`src/rtl/multicycle_controller.sv`:
```
// Multi-cycle instruction sequencer: FETCH/DECODE/EXEC/MEM/DISP with ready
// handshakes, control flow, halt, illegal-opcode trap and retire counter.
module multicycle_controller #(
    parameter int unsigned INSTR_W  = 12,
    parameter int unsigned OPCODE_W = 3,
    parameter int unsigned CNT_W    = 16
) (
    input  logic               clk,
    input  logic               reset,
    input  logic               start,
    input  logic [INSTR_W-1:0] instr,
    input  logic               imem_ready,
    input  logic               mem_ready,
    input  logic               disp_ready,
    input  logic               zero_flag,
    output logic               imem_re,
    output logic               IR_we,
    output logic               PC_inc,
    output logic               PC_load,
    output logic               DM_we,
    output logic               DM_re,
    output logic               RF_we,
    output logic               loadSignal,
    output logic [2:0]         ALU_op,
    output logic               disp_valid,
    output logic               halted,
    output logic               illegal_op,
    output logic [CNT_W-1:0]   retired_cnt
);

    localparam logic [2:0] S_IDLE   = 3'd0;
    localparam logic [2:0] S_FETCH  = 3'd1;
    localparam logic [2:0] S_DECODE = 3'd2;
    localparam logic [2:0] S_EXEC   = 3'd3;
    localparam logic [2:0] S_MEM    = 3'd4;
    localparam logic [2:0] S_DISP   = 3'd5;
    localparam logic [2:0] S_HALT   = 3'd6;

    localparam logic [2:0] OP_LOAD  = 3'b000;
    localparam logic [2:0] OP_STORE = 3'b001;
    localparam logic [2:0] OP_SUB   = 3'b010;
    localparam logic [2:0] OP_ADD   = 3'b011;
    localparam logic [2:0] OP_JMP   = 3'b100;
    localparam logic [2:0] OP_BEQZ  = 3'b101;
    localparam logic [2:0] OP_DISP  = 3'b110;
    localparam logic [2:0] OP_HALT  = 3'b111;

    localparam logic [2:0] ALU_MEM  = 3'b001;
    localparam logic [2:0] ALU_DISP = 3'b111;

    logic [2:0]          state_q, state_d;
    logic [2:0]          op_q, op_d;
    logic                illegal_q, illegal_d;
    logic [CNT_W-1:0]    cnt_q;
    logic                retire_c;

    logic [OPCODE_W-1:0] opcode_c;
    logic [2:0]          op_low_c;
    logic                op_illegal_c;
    logic                unused_instr_c;

    // Opcode field; any set bit above the 3-bit opcode space is a trap.
    assign opcode_c       = instr[INSTR_W-1 -: OPCODE_W];
    assign op_low_c       = opcode_c[2:0];
    assign op_illegal_c   = (opcode_c >> 3) != '0;
    assign unused_instr_c = ^instr[INSTR_W-OPCODE_W-1:0];

    assign illegal_op  = illegal_q;
    assign retired_cnt = cnt_q;

    // State, latched opcode, sticky trap flag and saturating retire counter.
    always_ff @(posedge clk) begin
        if (reset) begin
            state_q   <= S_IDLE;
            op_q      <= '0;
            illegal_q <= 1'b0;
            cnt_q     <= '0;
        end else begin
            state_q   <= state_d;
            op_q      <= op_d;
            illegal_q <= illegal_d;
            if (retire_c && (cnt_q != {CNT_W{1'b1}})) begin
                cnt_q <= cnt_q + CNT_W'(1);
            end
        end
    end

    // Next-state and strobe decode from the current state and op_q.
    always_comb begin
        state_d    = state_q;
        op_d       = op_q;
        illegal_d  = illegal_q;
        retire_c   = 1'b0;
        imem_re    = 1'b0;
        IR_we      = 1'b0;
        PC_inc     = 1'b0;
        PC_load    = 1'b0;
        DM_we      = 1'b0;
        DM_re      = 1'b0;
        RF_we      = 1'b0;
        loadSignal = 1'b0;
        ALU_op     = 3'b000;
        disp_valid = 1'b0;
        halted     = 1'b0;

        case (state_q)
            S_IDLE: begin
                if (start) begin
                    state_d = S_FETCH;
                end
            end
            S_FETCH: begin
                imem_re = 1'b1;
                if (imem_ready) begin
                    IR_we   = 1'b1;
                    state_d = S_DECODE;
                end
            end
            S_DECODE: begin
                op_d = op_low_c;
                if (op_illegal_c) begin
                    illegal_d = 1'b1;
                    state_d   = S_HALT;
                end else begin
                    case (op_low_c)
                        OP_ADD, OP_SUB:    state_d = S_EXEC;
                        OP_LOAD, OP_STORE: state_d = S_MEM;
                        OP_DISP:           state_d = S_DISP;
                        OP_JMP: begin
                            PC_load  = 1'b1;
                            retire_c = 1'b1;
                            state_d  = S_FETCH;
                        end
                        OP_BEQZ: begin
                            PC_load  = zero_flag;
                            PC_inc   = !zero_flag;
                            retire_c = 1'b1;
                            state_d  = S_FETCH;
                        end
                        OP_HALT: begin
                            retire_c = 1'b1;
                            state_d  = S_HALT;
                        end
                        default: state_d = S_HALT;
                    endcase
                end
            end
            S_EXEC: begin
                ALU_op   = op_q;
                RF_we    = 1'b1;
                PC_inc   = 1'b1;
                retire_c = 1'b1;
                state_d  = S_FETCH;
            end
            S_MEM: begin
                loadSignal = 1'b1;
                ALU_op     = ALU_MEM;
                if (op_q == OP_LOAD) begin
                    DM_re = 1'b1;
                end else begin
                    DM_we = 1'b1;
                end
                if (mem_ready) begin
                    RF_we    = (op_q == OP_LOAD);
                    PC_inc   = 1'b1;
                    retire_c = 1'b1;
                    state_d  = S_FETCH;
                end
            end
            S_DISP: begin
                disp_valid = 1'b1;
                ALU_op     = ALU_DISP;
                if (disp_ready) begin
                    PC_inc   = 1'b1;
                    retire_c = 1'b1;
                    state_d  = S_FETCH;
                end
            end
            S_HALT: begin
                halted = 1'b1;
            end
            default: begin
                state_d = S_IDLE;
            end
        endcase
    end

endmodule

```
`config.mk`:
```
export PLATFORM = sky130hd
export DESIGN_NAME = multicycle_controller
export DESIGN_NICKNAME = d
export VERILOG_FILES = /design/src/rtl/multicycle_controller.sv
export SDC_FILE = /design/constraint.sdc
export NUM_CORES = 1
export LEC_CHECK = 0
export BUFFER_PORTS_ARGS = -buffer_cell sky130_fd_sc_hd__buf_2
export CELL_PAD_IN_SITES_DETAIL_PLACEMENT = 1
export CELL_PAD_IN_SITES_GLOBAL_PLACEMENT = 1
export CORE_ASPECT_RATIO = 1.25
export CORE_MARGIN = 8
export CORE_UTILIZATION = 36
export DETAILED_ROUTE_END_ITERATION = 8
export PLACE_DENSITY = 0.82
export RECOVER_POWER = 100
export SLEW_MARGIN = 20
export SYNTH_ARGS = -nofsm -noshare
export SYNTH_HDL_FRONTEND = slang
export SYNTH_SLANG_ARGS = --single-unit
```
`constraint.sdc`:
```
create_clock -name clk -period 2.4 [get_ports clk]
set_input_delay 0.24 -clock clk [delete_from_list [all_inputs] [get_ports clk]]
set_output_delay 0.24 -clock clk [all_outputs]
set_load 0.02 [all_outputs]
```
# After elaboration in Yosys (flattened, before gate mapping)
# Index checks and enable logic that the tools add are counted.
# word_totals
regBits	22
input_bits	19
output_inout_bits	30
word_cells	60
# op_classes
n_addsub	1
eq_ne	18
mux	27
bitwise_logic	1
n_reduce_logical	10
# op_table
cell	count
$eq A3 B3 Y1 const B	7
$pmux W3 S7	1
$add A16 B1 Y16 const B	1
$mux W1	16
$ne A16 B16 Y1 const B	1
$pmux W3 S5	1
$eq A3 B2 Y1 const B	4
$mux W3	4
$logic_not A3 Y1	3
$pmux W3 S3	1
$ne A2 B2 Y1 const B	4
$pmux W1 S4	2
$eq A3 B1 Y1 const B	2
$reduce_or A2 Y1	3
$reduce_and A5 Y1	1
$pmux W1 S2	2
$reduce_or A3 Y1	1
$logic_and A1 B1 Y1	1
$logic_not A1 Y1	1
$not A1 Y1	1

# Depth between registers and ports, before layout
# logic_depth
ltp_word	5
depth_mapped	7
depth_no_buf	6

# Worst setup path after synthesis
# No wires, ideal clock.
# synth_path
path_kind	register to register
start	register cnt_q[0], in the netlist retired_cnt[0]
end	register cnt_q[11], in the netlist retired_cnt[11]
setup_ns	0.128
arrival_time_ns	1.731
t_required_ns	2.272
slack_ns	0.542
stages_incl_launch_ff	7
path_buffers	0
period_less_slack_ns	1.858
path_cell_list	dfxtp_1 ha_1 nand4_1 nor3_1 a211oi_1 xnor2_1 nor2_1
# synth_between
elab_chain_len	2
elab_cells_between_ends	3
cone_classes	1 x add/sub; 1 x eq/ne; 1 x reduce/logical
# synth_rtl
item	line	text
start: declaration	54	logic [CNT_W-1:0] cnt_q;
start signal: assignment	83	cnt_q <= cnt_q + CNT_W'(1);
parallel branches: the longest is 2 deep, another holds $add A16 B1 Y16	--	
# Several ways; the timed one is not identified.
# A chain may end at the register's enable or synchronous reset.

# Worst setup path after layout
# layout_path
start	register state_q[0]
end	output port PC_inc
# layout_between
elab_chain_len	2
elab_cells_between_ends	5
cone_classes	4 x eq/ne; 1 x mux
# layout_rtl
item	line	text
start: declaration	51	logic [2:0] state_q, state_d;
start signal: assignment	79	state_q <= state_d;
$eq A3 B3 Y1 or $eq A3 B2 Y1 (tied branches)	106	case (state_q)
$pmux W1 S4 (*)	106	
end: declaration	18	output logic PC_inc,
# Mark *: on every way between the ends. The rest lies on a longest branch, timed or not.

==> flow_metrics.py <==
metrics = {
    "logic_synthesis": {
        "synth_edf_count": 0,
        "synth-main-ff-cell": "dfxtp_1",
        "yosys_warnings": 0,
        "yosys.cell_types.count": 47,
        "synth_area_per_cell_um2": 8.86,
        "yosysSeqAreaShare_pct": 31.5,
        "ys_async_sr_fraction_pct": 0,
        "ys_ff_latch": 22,
        "syn_inst": 158,
        "synth.cell_area_um2": 1400,
        "synth_nets": 178,
    },
    "setup_path": {
        "path_depth": 6,
        "r2r-end": "retired_cnt[13]$_SDFFE_PP0P_",
        "critPathKind": "register to output pin",
        "slowest_delay_ns": 0.39,
        "cp_cell_sequence": "clkbuf_1 -> nor3b_4 -> buf_4 -> nand3b_1 -> o21ai_0 -> buf_2",
        "endpoint_kind": "output pin",
        "crit_start": "state_q[0]$_SDFFE_PP0P_",
        "cp_max_fo": 7,
        "worst-path-buf-inv": 3,
        "cp.required_ns": 2.16,
        "cp.arrival_ns": 1.90,
        "critPathCapture": "PC_inc",
        "rr_startpoint": "state_q[0]$_SDFFE_PP0P_",
        "r2r_cells": 6,
        "worst_path_dominant_cell_family": "buffers and inverters",
        "reg2reg_slack_ns": 0.30,
        "cp-start-kind": "register",
        "cpMaxStageDelayCell": "dfxtp_1",
    },
    "floorplan": {
        "pin_count": 49,
        "coreArea_um2": 3750,
        "num_rows": 25,
        "die_width_um": 71.8,
        "die_height_um": 85.7,
        "dieArea_um2": 6150,
        "initial_utilization_pct": 37.3,
    },
    "global_routing": {
        "grt_remaining_overflow": 0,
        "grt_max_degree": 23,
        "track_usage_pct": 13.2,
        "grt_most_used_layer": "met2",
        "grt_pass1_vias": 1419,
        "grtUsageMet2_pct": 22.8,
        "met3_usage_pct": 3.50,
        "met1_usage_pct": 14.3,
        "grt_pass1_wl_um": 6620,
        "antenna_found_initial": 0,
    },
    "finish": {
        "drive_gt1_share_pct": 13.8,
        "area_delta_synth_final_pct": 14.2,
        "antennaDiodeCount": 0,
        "nets": 217,
    },
    "worst_hold_path": {
        "hold_start": "imem_ready",
        "hp-class": "primary input to register",
    },
    "cts": {
        "post_cts_buffers": 0,
        "cts.clk_slew.worst_paths_ns": 0.08,
        "numCtsBuffers": 3,
        "post_cts_resized": 0,
        "clockBufferDepth": 2,
        "cts-root-buf": "clkbuf_8",
        "cts_hold_repair.buffers": 0,
        "htreeDepth": 1,
        "clock_latency_ns": 0.26,
        "cts_tree": "done",
        "clock-sinks": 22,
    },
    "sta": {
        "fin_crit_sh_pct": 89.3,
        "finalSetupViolations": 0,
        "min_period_ns": 2.14,
        "tightest_slew_ns": 0.807,
        "max-slew-margin-rel_pct": 45.8,
        "hold_violations": 0,
        "fin_tns_setup_ns": 0,
        "finalMaxSlewViolations": 0,
        "timing.fmax_mhz": 466,
        "rsz0062_at_grt": "false",
        "skew_ns": 0.00216,
    },
    "detailed_routing": {
        "avgRoutedWirePerCell_um": 16.3,
        "wl_um": 3840,
        "drt_iter0_drc": 66,
        "drc": 0,
        "firstDrtPassIters": 4,
        "vias_per_cell": 5.54,
        "ant_nets": 0,
        "via_count": 1307,
    },
    "status": {
        "status": "finished, final reports clean",
    },
    "place": {
        "place.gp.congestion": 0.765,
        "portBuffers": 38,
        "hpwlAfterDp_um": 2960,
    },
    "power": {
        "p_total_uw": 773,
        "irDropWorstVdd_v": 0.000253,
        "powerDensity_nw_per_um2": 484,
        "leakage_nw": 0.604,
    },
    "job": {
        "max-cap-violations": 0,
    },
}
-- cell type report --
| type | instances | area [µm²] |
|---|---|---|
| inverter | 2 | 7.51 |
| tap | 40 | 50.0 |
| sequential | 22 | 440 |
| clock buffer | 4 | 55.1 |
| multi-input combinational | 126 | 866 |
| timing repair buffer | 42 | 180 |
| fill | 492 | 2150 |
-- power breakdown --
part | switching [mW] | total [mW] | internal, mW
Clock | 0.121 | 0.267 | 0.146
Combinational | 0.0765 | 0.122 | 0.0458
Sequential | 0.0121 | 0.384 | 0.372
Total | 0.209 | 0.773 | 0.564
-- worst min-delay path by stage --
| stage | cells after the start | endpoint | slack (ns) |
|---|---|---|---|
| after floorplan | 1 | state_q[0]$_SDFFE_PP0P_ | 0.31 |
| after global placement | 2 | retired_cnt[10]$_SDFFE_PP0P_ | 0.50 |
| after detailed placement | 2 | op_q[0]$_SDFFE_PP0P_ | 0.51 |
| after CTS | 3 | state_q[1]$_SDFFE_PP0P_ | 0.28 |
| after global routing | 3 | state_q[1]$_SDFFE_PP0P_ | 0.30 |
| final | 3 | state_q[1]$_SDFFE_PP0P_ | 0.29 |
-- placed cells by master (no fill, tap or decap), types with 4 or more instances in the layout --
cell type and n:
clkbuf_1 28, dfxtp_1 22, nor2_1 20, buf_2 12
nand2_1 10, xnor2_1 9, a21oi_1 8, nand3_1 8
nand2b_1 5, mux2i_1 5, o21ai_0 5, nand4_1 4
a221oi_1 4, clkbuf_8 4
-- registers in the layout, indices dropped and copies added, names as in the netlist --
register and flops:
retired_cnt 16, op_q 3, state_q 3
-- cells in the mapped netlist, types with 2 or more instances --
| library cell | instances | area, µm² |
|---|---|---|
| a211oi_1 | 2 | 15.0 |
| and3_1 | 2 | 12.5 |
| a21bo_2 | 2 | 20.0 |
| nand3b_1 | 3 | 22.5 |
| mux2i_1 | 5 | 50.1 |
| nand3_1 | 8 | 40.0 |
| nor3_1 | 3 | 15.0 |
| a2111oi_4 | 2 | 55.1 |
| and2_1 | 4 | 25.0 |
| nand2_1 | 10 | 37.5 |
| nand2b_1 | 5 | 31.3 |
| o21ai_0 | 5 | 25.0 |
| xnor2_1 | 9 | 78.8 |
| inv_1 | 2 | 7.51 |
| buf_2 | 3 | 15.0 |
| nand4_1 | 4 | 25.0 |
| nor2_1 | 20 | 75.1 |
| a21oi_1 | 8 | 40.0 |
| nor2b_1 | 2 | 12.5 |
| clkbuf_1 | 3 | 11.3 |
| xor2_1 | 3 | 26.3 |
| or3_1 | 3 | 18.8 |
| dfxtp_1 | 22 | 440 |
| and4_1 | 2 | 17.5 |
| a221oi_1 | 4 | 35.0 |
-- per-stage QoR --
stage	instance area, µm²	setup slack, ns	hold slack, ns	cells	util, %
2_1_floorplan	1400	0.542	0.313	158	-
3_3_place_gp	1630	0.474	0.498	232	43.5
3_5_place_dp	1630	0.410	0.510	232	43.5
4_1_cts	1690	0.296	0.281	236	45.0
5_1_grt	1600	0.0852	0.300	236	42.6
6_report	1600	0.256	0.287	236	42.6
-- logic make-up after synthesis --
kind of cell    synth area share, %
mux                            4.38
xor+xnor                       7.51
compound gates                 22.4
other cells                   0.268
flops                          31.5
buf+inv                        3.22
simple gates                   29.8
fa+ha+maj                     0.894
-- metal layers --
layer	vias up	routed length, µm	part of all wire (%)
met3	7	246	6.4
met2	36	1800	47
met4	0	77	2.0
met1	613	1710	45
met5	-	0	0
li1	651	-	-
-- tightest hold or removal path, stage by stage --
cell and delay (ns):
buf_2 0.10, nand2_1 0.08, a21oi_1 0.07
Power figures use the tool's default switching activity.
